--- src/rtl/traffic_pkg.sv ---
// Shared lamp codes, phase encoding and width helper for the traffic-light family.
package traffic_pkg;

  localparam logic [1:0] LIGHT_GREEN  = 2'b00;
  localparam logic [1:0] LIGHT_YELLOW = 2'b01;
  localparam logic [1:0] LIGHT_RED    = 2'b10;
  localparam logic [1:0] LIGHT_OFF    = 2'b11;

  typedef enum logic [1:0] {
    GREEN  = 2'b00,
    YELLOW = 2'b01,
    ALLRED = 2'b10,
    FLASH  = 2'b11
  } phase_t;

  // Index width for a set of n ways; never narrower than one bit.
  function automatic int unsigned way_w(input int unsigned n);
    return (n > 1) ? $clog2(n) : 1;
  endfunction

endpackage

--- src/rtl/rr_pick.sv ---
// Combinational round-robin selector: next requesting way after active, or way 0 on restart.
module rr_pick
  import traffic_pkg::*;
#(
  parameter int unsigned N_WAYS = 2
) (
  input  logic [N_WAYS-1:0]         req,
  input  logic [way_w(N_WAYS)-1:0]  active,
  input  logic                      restart,
  output logic [way_w(N_WAYS)-1:0]  grant
);

  localparam int unsigned AW = way_w(N_WAYS);

  logic [AW-1:0] idx;
  logic          found;

  // Scan active+1, active+2, ... and take the first requester; hold active if none.
  always_comb begin
    grant = active;
    idx   = '0;
    found = 1'b0;
    for (int unsigned off = 1; off < N_WAYS; off++) begin
      idx = AW'((32'(active) + off) % N_WAYS);
      if (!found && req[idx]) begin
        grant = idx;
        found = 1'b1;
      end
    end
    if (restart) begin
      grant = '0;
    end
  end

endmodule

--- src/rtl/traffic_light_ctrl.sv ---
// Multi-way round-robin traffic-light controller with timed phases and flash mode.
module traffic_light_ctrl
  import traffic_pkg::*;
#(
  parameter int unsigned N_WAYS    = 2,
  parameter int unsigned GREEN_MIN = 4,
  parameter int unsigned GREEN_MAX = 8,
  parameter int unsigned YELLOW_T  = 2,
  parameter int unsigned ALLRED_T  = 1,
  parameter int unsigned FLASH_T   = 3,
  parameter int unsigned CNT_W     = 8
) (
  input  logic                      clk,
  input  logic                      rst,
  input  logic [N_WAYS-1:0]         req,
  input  logic                      flash,
  output logic [2*N_WAYS-1:0]       light,
  output logic [way_w(N_WAYS)-1:0]  active_way,
  output logic [1:0]                phase
);

  localparam int unsigned AW = way_w(N_WAYS);

  localparam logic [CNT_W-1:0] GMIN_LAST  = CNT_W'(GREEN_MIN - 1);
  localparam logic [CNT_W-1:0] GMAX_LAST  = CNT_W'(GREEN_MAX - 1);
  localparam logic [CNT_W-1:0] YEL_LAST   = CNT_W'(YELLOW_T - 1);
  localparam logic [CNT_W-1:0] AR_LAST    = CNT_W'(ALLRED_T - 1);
  localparam logic [CNT_W-1:0] FLASH_LAST = CNT_W'(FLASH_T - 1);

  phase_t          phase_q, phase_d;
  logic [AW-1:0]   active_q, active_d;
  logic [CNT_W-1:0] timer_q, timer_d;
  logic            blink_q, blink_d;
  logic            restart_q, restart_d;

  logic [AW-1:0]   grant;
  logic            other_req;
  logic            own_req;

  rr_pick #(
    .N_WAYS (N_WAYS)
  ) u_rr_pick (
    .req     (req),
    .active  (active_q),
    .restart (restart_q),
    .grant   (grant)
  );

  // State register; synchronous reset to way 0 green.
  always_ff @(posedge clk) begin
    if (rst) begin
      phase_q   <= GREEN;
      active_q  <= '0;
      timer_q   <= '0;
      blink_q   <= 1'b0;
      restart_q <= 1'b0;
    end else begin
      phase_q   <= phase_d;
      active_q  <= active_d;
      timer_q   <= timer_d;
      blink_q   <= blink_d;
      restart_q <= restart_d;
    end
  end

  // Request summary: active way's own sensor and any competing sensor.
  always_comb begin
    other_req = 1'b0;
    own_req   = 1'b0;
    for (int unsigned k = 0; k < N_WAYS; k++) begin
      if (AW'(k) == active_q) begin
        own_req = req[k];
      end else begin
        other_req = other_req | req[k];
      end
    end
  end

  // Next-state: flash overrides sequencing; timer clears on every phase change.
  always_comb begin
    phase_d   = phase_q;
    active_d  = active_q;
    blink_d   = blink_q;
    restart_d = restart_q;
    timer_d   = (timer_q == {CNT_W{1'b1}}) ? timer_q : timer_q + CNT_W'(1);

    if (flash) begin
      if (phase_q != FLASH) begin
        phase_d = FLASH;
        timer_d = '0;
        blink_d = 1'b0;
      end else if (timer_q == FLASH_LAST) begin
        blink_d = ~blink_q;
        timer_d = '0;
      end
    end else begin
      unique case (phase_q)
        GREEN: begin
          if (timer_q >= GMIN_LAST && other_req &&
              (!own_req || timer_q >= GMAX_LAST)) begin
            phase_d = YELLOW;
            timer_d = '0;
          end
        end
        YELLOW: begin
          if (timer_q == YEL_LAST) begin
            phase_d = ALLRED;
            timer_d = '0;
          end
        end
        ALLRED: begin
          if (timer_q == AR_LAST) begin
            phase_d   = GREEN;
            timer_d   = '0;
            active_d  = grant;
            restart_d = 1'b0;
          end
        end
        FLASH: begin
          phase_d   = ALLRED;
          timer_d   = '0;
          restart_d = 1'b1;
        end
        default: begin
          phase_d = GREEN;
          timer_d = '0;
        end
      endcase
    end
  end

  // Lamp decode from registered state only.
  always_comb begin
    light = '0;
    for (int unsigned k = 0; k < N_WAYS; k++) begin
      light[2*k +: 2] = LIGHT_RED;
      unique case (phase_q)
        GREEN:   if (AW'(k) == active_q) light[2*k +: 2] = LIGHT_GREEN;
        YELLOW:  if (AW'(k) == active_q) light[2*k +: 2] = LIGHT_YELLOW;
        FLASH:   light[2*k +: 2] = blink_q ? LIGHT_OFF : LIGHT_YELLOW;
        default: light[2*k +: 2] = LIGHT_RED;
      endcase
    end
  end

  assign active_way = active_q;
  assign phase      = phase_q;

endmodule

--- config.mk ---
export PLATFORM = sky130hd
export DESIGN_NAME = traffic_light_ctrl
export DESIGN_NICKNAME = d
export VERILOG_FILES = /design/src/rtl/traffic_pkg.sv /design/src/rtl/rr_pick.sv /design/src/rtl/traffic_light_ctrl.sv
export SDC_FILE = /design/constraint.sdc
export NUM_CORES = 1
export LEC_CHECK = 0
export ABC_AREA = 1
export CORE_MARGIN = 2
export CORE_UTILIZATION = 48
export CTS_BUF_LIST = sky130_fd_sc_hd__clkbuf_16
export CTS_CLUSTER_DIAMETER = 100
export DETAILED_ROUTE_END_ITERATION = 8
export GPL_TIMING_DRIVEN = 0
export PLACE_DENSITY_LB_ADDON = 0.1
export SYNTH_ARGS = -nofsm -noshare
export SYNTH_HDL_FRONTEND = slang
export SYNTH_SLANG_ARGS = --single-unit
export TNS_END_PERCENT = 1
--- constraint.sdc ---
create_clock -name clk -period 4.1 [get_ports clk]
set_input_delay 0.41 -clock clk [delete_from_list [all_inputs] [get_ports clk]]
set_output_delay 0.41 -clock clk [all_outputs]
set_load 0.005 [all_outputs]
== Yosys cells after proc, flatten, opt, wreduce, memory -nomap -nowiden ==
Index checks and enable logic that the tools add are counted.
W data, S select, Z words.

* Add/sub/neg operators: 2
* $lt $le $gt $ge: 3
* Equal/unequal tests: 12
* Multiplexer cells: 32
* Bitwise logic cells: 3
* Reductions and logical operators: 13

{| class="wikitable"
|+ Operators with widths
! kind !! number
|-
| $mux W8 || 7
|-
| $pmux W8 S4 || 1
|-
| $mux W2 || 10
|-
| $pmux W2 S3 || 2
|-
| $mux W1 || 10
|-
| $ne A3 B3 Y1 const B || 3
|-
| $add A8 B1 Y8 const B || 1
|-
| $eq A8 B1 Y1 const B || 1
|-
| $eq A8 B2 Y1 const B || 1
|-
| $eq A8 B8 Y1 const B || 1
|-
| $ge A8 B2 Y1 const B || 1
|-
| $ge A8 B3 Y1 const B || 1
|-
| $logic_not A8 Y1 || 1
|-
| $pmux W2 S4 || 1
|-
| $reduce_and A4 Y1 || 2
|-
| $reduce_bool A2 Y1 || 3
|-
| $eq A2 B2 Y1 const B || 2
|-
| $ne A2 B2 Y1 const B || 2
|-
| $reduce_and A3 Y1 || 1
|-
| $eq A2 B1 Y1 const B || 1
|-
| $logic_and A1 B1 Y1 || 2
|-
| $logic_not A2 Y1 || 1
|-
| $lt A1 B2 Y1 const B || 1
|-
| $ne A2 B1 Y1 const B || 1
|-
| 7 further kinds || 8
|}

* Register bits: 13
* Bits of input ports: 5
* Output and inout bits: 7

== Longest topological paths before layout ==
Gate-level depths: netlist of the first run.

* Depth in word-level cells: 8
* Depth in mapped cells: 10
* Gate-level depth less buffers: 10

== Hierarchy ==
From an unflattened synthesis of the first run, not the netlist that was laid out.

* Cells, all modules: 125
* Area total of the unflattened synthesis: 849.6 µm²

{| class="wikitable"
|+ By module, submodules not included
! module !! instances !! cells an instance !! area an instance (µm²) !! seq. area each (µm²)
|-
| traffic_light_ctrl || 1 || 120 || 828.3 || 260.2
|-
| rr_pick || 1 || 5 || 21.3 || 0.0
|}

== Worst setup path after synthesis of the first run ==
Ideal clock, no wire load.

* Kind: reg-to-reg
* Start: reg timer_q[1]
* End: reg timer_q[1]
* Setup time: 0.115 ns
* Data arrival time: 1.305 ns
* Slack: 2.680 ns
* Cell stages (with the launch flop): 8
* Path buffers: 1
* Path through: dfxtp_1 ha_1 nand3_2 or2_1 buf_6 or2_0 o21ai_1 nor2_1

* Word-level cells in the longest chain between the ends: 6
* Elaborated cells on any way between the ends: 18
* Classes of those cells: add/sub (1); order compare (2); eq/ne (3); mux (8); reduce/logical (4)

{| class="wikitable"
|+ RTL lines
! what !! line !! text
|-
| from (decl) || traffic_light_ctrl.sv:32 || <nowiki>logic [CNT_W-1:0] timer_q, timer_d;</nowiki>
|-
| from (signal assigned) || traffic_light_ctrl.sv:60 || <nowiki>timer_q <= timer_d;</nowiki>
|-
| $ge A8 B2 Y1 / $ge A8 B3 Y1 (equally long branches) || traffic_light_ctrl.sv:99, traffic_light_ctrl.sv:100 ||
|-
| $logic_and A1 B1 Y1 / $logic_or A1 B1 Y1 (equally long branches) || traffic_light_ctrl.sv:99, traffic_light_ctrl.sv:100 ||
|-
| $logic_and A1 B1 Y1 || traffic_light_ctrl.sv:99 || <nowiki>if (timer_q >= GMIN_LAST && other_req &&</nowiki>
|-
| $mux W8 || traffic_light_ctrl.sv:99 ||
|-
| $pmux W8 S4 || traffic_light_ctrl.sv:97 || <nowiki>unique case (phase_q)</nowiki>
|-
| $mux W8 (*) || traffic_light_ctrl.sv:87 || <nowiki>if (flash) begin</nowiki>
|}

Every way passes the cells marked *; elsewhere a longest branch is shown, timed or not.
A chain may end at the register's enable or synchronous reset.

== Final worst setup path of the first run ==
* Start: reg phase_q[0], in the netlist phase[0]
* End: out light[3]

* Word-level cells in the longest chain between the ends: 2
* Elaborated cells on any way between the ends: 4
* Classes of those cells: eq/ne (2); mux (1); reduce/logical (1)

{| class="wikitable"
|+ RTL lines
! what !! line !! text
|-
| from (decl) || traffic_light_ctrl.sv:30 || <nowiki>phase_t phase_q, phase_d;</nowiki>
|-
| from (signal assigned) || traffic_light_ctrl.sv:58 || <nowiki>phase_q <= phase_d;</nowiki>
|-
| $eq A2 B2 Y1, or another cell as far along || traffic_light_ctrl.sv:137 || <nowiki>unique case (phase_q)</nowiki>
|-
| $pmux W2 S3 (*) || traffic_light_ctrl.sv:137 ||
|-
| to (decl) || traffic_light_ctrl.sv:17 || <nowiki>output logic [2*N_WAYS-1:0] light,</nowiki>
|}

Marks and branches as above.

==> run_results.csv, run 1 <==
group,metric,value,unit
worst_setup_path,path_class,"flop to output port",
worst_setup_path,reg2reg_slack,2580,ps
clocking,cts_buffers,3,
layout,layout.cells.non_filler,146,
yosys,synth_most_common_cell,"nor2_1",
floorplanning,rows,14,
worst_setup_path,crit_path_end,"light[3]",
sta,rsz0062_at_grt,"false",
placement,routabilityCongestion,0.8233,
clocking,cts.repair.resized,0,
worst_setup_path,crit_path_start,"phase[0]",
worst_setup_path,path_buf_inv,1,
power_and_ir_drop,p_leak,0.4141,nW
sta,min_period,1910,ps
route,wire_per_inst,11.63,microns
worst_setup_path,cp.required,3690,ps
yosys,synth_area_leaders,"dfxtp_1 (34%), nor2_1 (12%), nand2_1 (9.2%)",
route,route.met2.wl,773,microns
clocking,post_cts_buffers,0,
clocking,clock_latency,240,ps
yosys,synthCells,115,
yosys,synth_ff_type,"dfxtp_1",
floorplanning,die_x,44.17,microns
worst_setup_path,crit_cells,4,
floorplanning,start_util,51.41,%
yosys,synth_cell_types,21,
global_routing,grt_first_pass_wirelength,2898,microns
worst_hold_path,min_from,"restart_q",
route,met3WireLength,65,microns
worst_setup_path,slowest_delay,460,ps
floorplanning,die_h,44.17,microns
clocking,clk_pin_slew_worst_paths,50,ps
clocking,h-tree-depth,1,
global_routing,overflow,0,
worst_setup_path,critPathCaptureType,"output port",
clocking,ctsRootBufferMaster,"clkbuf_16",
sta,fin_crit_sh,46.59,%
sta,slew_viol_final,0,
placement,hpwl,1198,microns
floorplanning,core-area,0.001506,sq mm
sta,tightest_slew,244.9,ps
layout,drive_gt1_share,4.615,%
layout,synthToLayoutAreaGrowth,26.98,%
yosys,avgSynthCellArea,6.735,sq um
layout,fillers,138,
global_routing,grt_max_degree,9,
placement,dp_cells,142,
worst_setup_path,worst-path-max-fanout,7,
sta,holdWs,461.8,ps
clocking,tritoncts,"built",
floorplanning,dieArea,0.001951,sq mm
global_routing,antenna_found_initial,0,
clocking,cts_hold_buffers,0,
route,drt-pass1-iter-count,4,
layout,nets,140,
sta,max_freq,523.6,MHz
placement,port_buffers,11,
route,highest_layer,"met4",
route,ant_nets,0,
yosys,yosysTopAreaCell,"dfxtp_1",
sta,relSlewSlack,83.65,%
sta,setup_tns,0,ps
yosys,synth_top_area_share,33.60,%
flow_run,max_cap_violations,0,
yosys,async_reset_ff_share,0,%
worst_setup_path,cp.arrival,1500,ps
route,vias_per_cell,5.377,
worst_hold_path,min_path_type,"flop to flop",
clocking,clock_path_buffers,2,
sta,skew,4.172,ps
route,wl_met1,819,microns
sta,setup_violations,0,
route,route.vias.total,785,
layout,antennaDiodeCount,0,
layout,seqCellArea,260.3,sq um
power_and_ir_drop,ir_drop,258.4,uV
yosys,synth-edff-count,0,
layout,fin_area,983.4,sq um
clocking,cts.sinks,13,
worst_setup_path,start_kind,"flop",
route,wl,1698,microns
yosys,synth_nets,124,
yosys,synth-warning-count,0,
worst_setup_path,reg2reg_from,"timer_q[1]",
worst_setup_path,crit_slowest_cell,"clkdlybuf4s50_1",
worst_setup_path,cp_top_family,"buffers and inverters",
run_status,status,"finished, final reports clean",
worst_setup_path,reg2reg_depth,7,
yosys,synth-seq-cells,13,
global_routing,grt_pass1_vias,687,
route,drt_first_iter_violations,18,
worst_setup_path,r2r_end,"timer_q[1]",
global_routing,grt_usage,20.58,%
placement,placed_area,904.6,sq um
sta,hold_viol,0,
yosys,synth_common_cells,"nor2_1 (25), nand2_1 (19), a21oi_1 (13), dfxtp_1 (13), inv_1 (12)",
worst_setup_path,crit_chain,"nand2_1 -> nor2_1 -> a21oi_1 -> clkdlybuf4s50_1",
floorplanning,pin_count,12,
yosys,seq_area_frac_synth,33.60,%
yosys,syn-cell-area,774.5,sq um
power_and_ir_drop,cellPowerDensity,377.2,mW/mm^2
route,remaining_drc_errors,0,
layout,multi_input_area,457.9,sq um
==> cell usage in the layout, fill, tap and decap left out, drive strengths merged <==
cell type / n
a21oi: 13
buf: 1
clkbuf: 3
clkdlybuf4s50: 11
dfxtp: 13
ha: 4
inv: 13
nand2: 20
nand3: 7
nand3b: 1
nand4: 1
nor2: 25
nor3: 1
nor3b: 1
o21a: 2
o21ai: 7
o21bai: 1
or2: 2
xor2: 4
==> flip-flops by register name (all words and copies together), names as in the netlist <==
signal	flops
blink_q	1
active_way	1
restart_q	1
timer_q	8
phase	2
==> kinds of logic (layout without fill, tap and decap cells) <==
| group | Yosys count | after routing | synth area share [%] |
|---|---|---|---|
| AND/OR/NAND/NOR | 58 | 58 | 32.31 |
| AO/OA/AOI/OAI | 23 | 23 | 15.83 |
| flip-flops | 13 | 13 | 33.60 |
| buffers and inverters | 13 | 28 | 7.269 |
| adder cells (fa/ha/maj) | 4 | 4 | 6.462 |
| XOR/XNOR | 4 | 4 | 4.523 |
==> per-layer routing <==
metal  up-vias  GRT usage [%]
met5         -              0
met3         6          3.673
li1        402              -
met2        14          32.06
met1       363          27.02
met4         0          10.91
==> power by group <==
part | internal (mW) | switching [mW] | leakage [nW]
Combinational | 0.0246 | 0.0255 | 0.266
Clock | 0.129 | 0.0548 | 0.0423
Sequential | 0.131 | 0.00605 | 0.106
Total | 0.285 | 0.0864 | 0.414
==> area by class of cell <==
class	count	share of cell area, %
buffer	1	1.145
clock inverter	1	0.3817
timing repair buffer	11	11.20
multi-input combinational	89	46.56
sequential	13	26.46
clock buffer	3	7.634
tap	16	2.036
inverter	12	4.580
==> worst min-delay path by stage <==
| stage | to | slack, ps | depth (start not counted) |
|---|---|---|---|
| 2_1_floorplan | restart_q | 430 | 2 |
| 3_3_place_gp | restart_q | 450 | 2 |
| 3_5_place_dp | restart_q | 460 | 2 |
| 4_1_cts | restart_q | 460 | 2 |
| 5_1_grt | restart_q | 500 | 2 |
| 6_report | restart_q | 460 | 2 |
==> through the flow <==
| stage | worst slack [ps] | util (%) | power (mW) |
|---|---|---|---|
| 2_1_floorplan | 2680 | - | 0.1654 |
| 5_1_grt | 2104 | 65.28 | 0.3866 |
| 4_1_cts | 2191 | 65.28 | 0.3733 |
| 6_report | 2190 | 65.28 | 0.3709 |
| 3_5_place_dp | 2428 | 60.05 | 0.1890 |
| 3_3_place_gp | 2452 | 60.05 | 0.1875 |
==> worst min-delay path: stages (launching register included) <==
cell and delay [ps]:
dfxtp_1 310, nand2_1 60, a21oi_1 50
Power figures use the tool's default switching activity.
==> run 2, diff against run 1 <==
Settings changed: CORE_UTILIZATION 48 to 46.
Clock period 4.1 ns to 1.7 ns, I/O delays scaled along.
==> run_results.csv, run 2 (same netlist as run 1, synthesis figures left out) <==
group,metric,value,unit
worst_setup_path,worst-path-max-fanout,6,
global_routing,overflow,0,
sta,setup_violations,0,
clocking,clock_path_buffers,2,
route,drt-pass1-iter-count,4,
global_routing,antenna_found_initial,0,
power_and_ir_drop,power,890.9,uW
global_routing,grt_first_pass_wirelength,2580,microns
sta,holdWs,468.8,ps
power_and_ir_drop,ir_drop,1038,uV
run_status,status,"finished, final reports clean",
layout,largest-register,"timer_q",
global_routing,grt_max_degree,9,
worst_setup_path,cp.arrival,1380,ps
clocking,clock_latency,240,ps
global_routing,grt_pass1_vias,634,
sta,finalWorstSetupSlack,149.1,ps
worst_setup_path,path_class,"flop to output port",
sta,max_freq,644.8,MHz
floorplanning,core-area,0.001541,sq mm
route,wl,1548,microns
worst_setup_path,crit_slowest_cell,"clkdlybuf4s50_1",
layout,multi_input_area,460.4,sq um
route,route.vias.total,742,
sta,skew,2.632,ps
clocking,clk_pin_slew_worst_paths,50,ps
worst_setup_path,reg2reg_from,"timer_q[1]",
layout,layout_common_cells,"nor2_1 (24), nand2_1 (19), inv_1 (13), a21oi_1 (13), clkdlybuf4s50_1 (11)",
worst_setup_path,crit_chain,"inv_1 -> a21oi_1 -> clkdlybuf4s50_1",
worst_setup_path,reg2reg_slack,180,ps
layout,synthToLayoutAreaGrowth,27.79,%
power_and_ir_drop,cellPowerDensity,900.1,mW/mm^2
layout,fillers,146,
route,drt_first_iter_violations,12,
placement,routabilityCongestion,0.8185,
route,remaining_drc_errors,0,
clocking,h-tree-depth,1,
sta,min_period,1551,ps
layout,drive_gt1_share,7.692,%
worst_setup_path,reg2reg_depth,7,
sta,fin_crit_sh,91.23,%
worst_hold_path,min_from,"restart_q",
sta,relSlewSlack,84.84,%
floorplanning,dieArea,0.002028,sq mm
layout,antennaDiodeCount,0,
worst_setup_path,critPathCaptureType,"output port",
power_and_ir_drop,p_leak,0.4146,nW
layout,final_common_cell,"nor2_1",
placement,hpwl,1195,microns
sta,hold_viol,0,
route,ant_nets,0,
clocking,cts.sinks,13,
layout,layout.cells.non_filler,146,
worst_setup_path,start_kind,"flop",
worst_hold_path,hold_end,"restart_q",
sta,rsz0062_at_grt,"false",
floorplanning,die_h,45.03,microns
placement,port_buffers,11,
layout,largest_reg_flops,8,
sta,setup_tns,0,ps
worst_setup_path,r2r_end,"timer_q[1]",
clocking,tritoncts,"built",
global_routing,grt_usage,17.56,%
floorplanning,start_util,50.24,%
floorplanning,pin_count,12,
clocking,cts_buffers,3,
floorplanning,rows,14,
placement,dp_slack,178.5,ps
worst_hold_path,min_path_type,"flop to flop",
sta,tightest_slew,226.6,ps
clocking,post_cts_buffers,0,
flow_run,max_cap_violations,0,
route,wire_per_inst,10.60,microns
worst_setup_path,cp.required,1530,ps
clocking,ctsRootBufferMaster,"clkbuf_16",
sta,slew_viol_final,0,
placement,dp_cells,142,
worst_setup_path,slowest_delay,510,ps
route,vias_per_cell,5.082,
floorplanning,die_x,45.03,microns
worst_hold_path,holdPathStages,2,
layout,seqCellArea,264.0,sq um
layout,nets,140,
run 2: metal layers:
layer | wire length (microns) | global-route usage (%) | share of wire, % | vias up
met2 | 656 | 25.71 | 42 | 8
li1 | - | - | - | 403
met1 | 831 | 24.26 | 54 | 331
met5 | 0 | 0 | 0 | -
met4 | 0 | 3.529 | 0 | 0
met3 | 60 | 7.200 | 3.9 | 0
run 2: cell type report:
type,count,share of cell area (%)
multi-input cells,89,46.52
flip-flops and latches,13,26.68
repair buffers,11,11.13
clock buffers,3,7.585
inverters,12,4.551
well taps,16,2.023
plain buffers,1,1.138
clock inverters,1,0.3793
run 2: per-stage QoR:
| step | utilization (%) | cell area (sq um) |
|---|---|---|
| 2_1_floorplan | - | 774.5 |
| 3_3_place_gp | 58.69 | 904.6 |
| 3_5_place_dp | 58.69 | 904.6 |
| 4_1_cts | 63.80 | 983.4 |
| 5_1_grt | 64.20 | 989.7 |
| 6_report | 64.20 | 989.7 |
run 2: how the worst max path moves through the flow:
| stage | to | cells after the start | slack [ps] | from |
|---|---|---|---|---|
| final | light[3] | 3 | 150 | phase[1] |
| after global routing | timer_q[7] | 9 | 30 | timer_q[0] |
| after CTS | light[1] | 3 | 60 | active_way |
| after detailed placement | timer_q[1] | 7 | 180 | timer_q[1] |
| after global placement | timer_q[1] | 7 | 210 | timer_q[1] |
| after floorplan | timer_q[1] | 7 | 280 | timer_q[1] |
run 2: worst max-delay path: cells and delay by family, from the launching register on:
kind                   cells  cell delay, ps
flip-flops                 1             370
AO/OA/AOI/OAI              1             150
buffers and inverters      2             610
run 2: what timing repair did:
item	CTS	global route
hold buffers	0	0
resized for setup	0	4
setup endpoints to repair	0	4
run 2: power breakdown:
group / switching (mW) / total (mW) / internal, mW
clock network: 0.129 / 0.439 / 0.310
logic: 0.0594 / 0.119 / 0.0596
registers: 0.0147 / 0.333 / 0.318
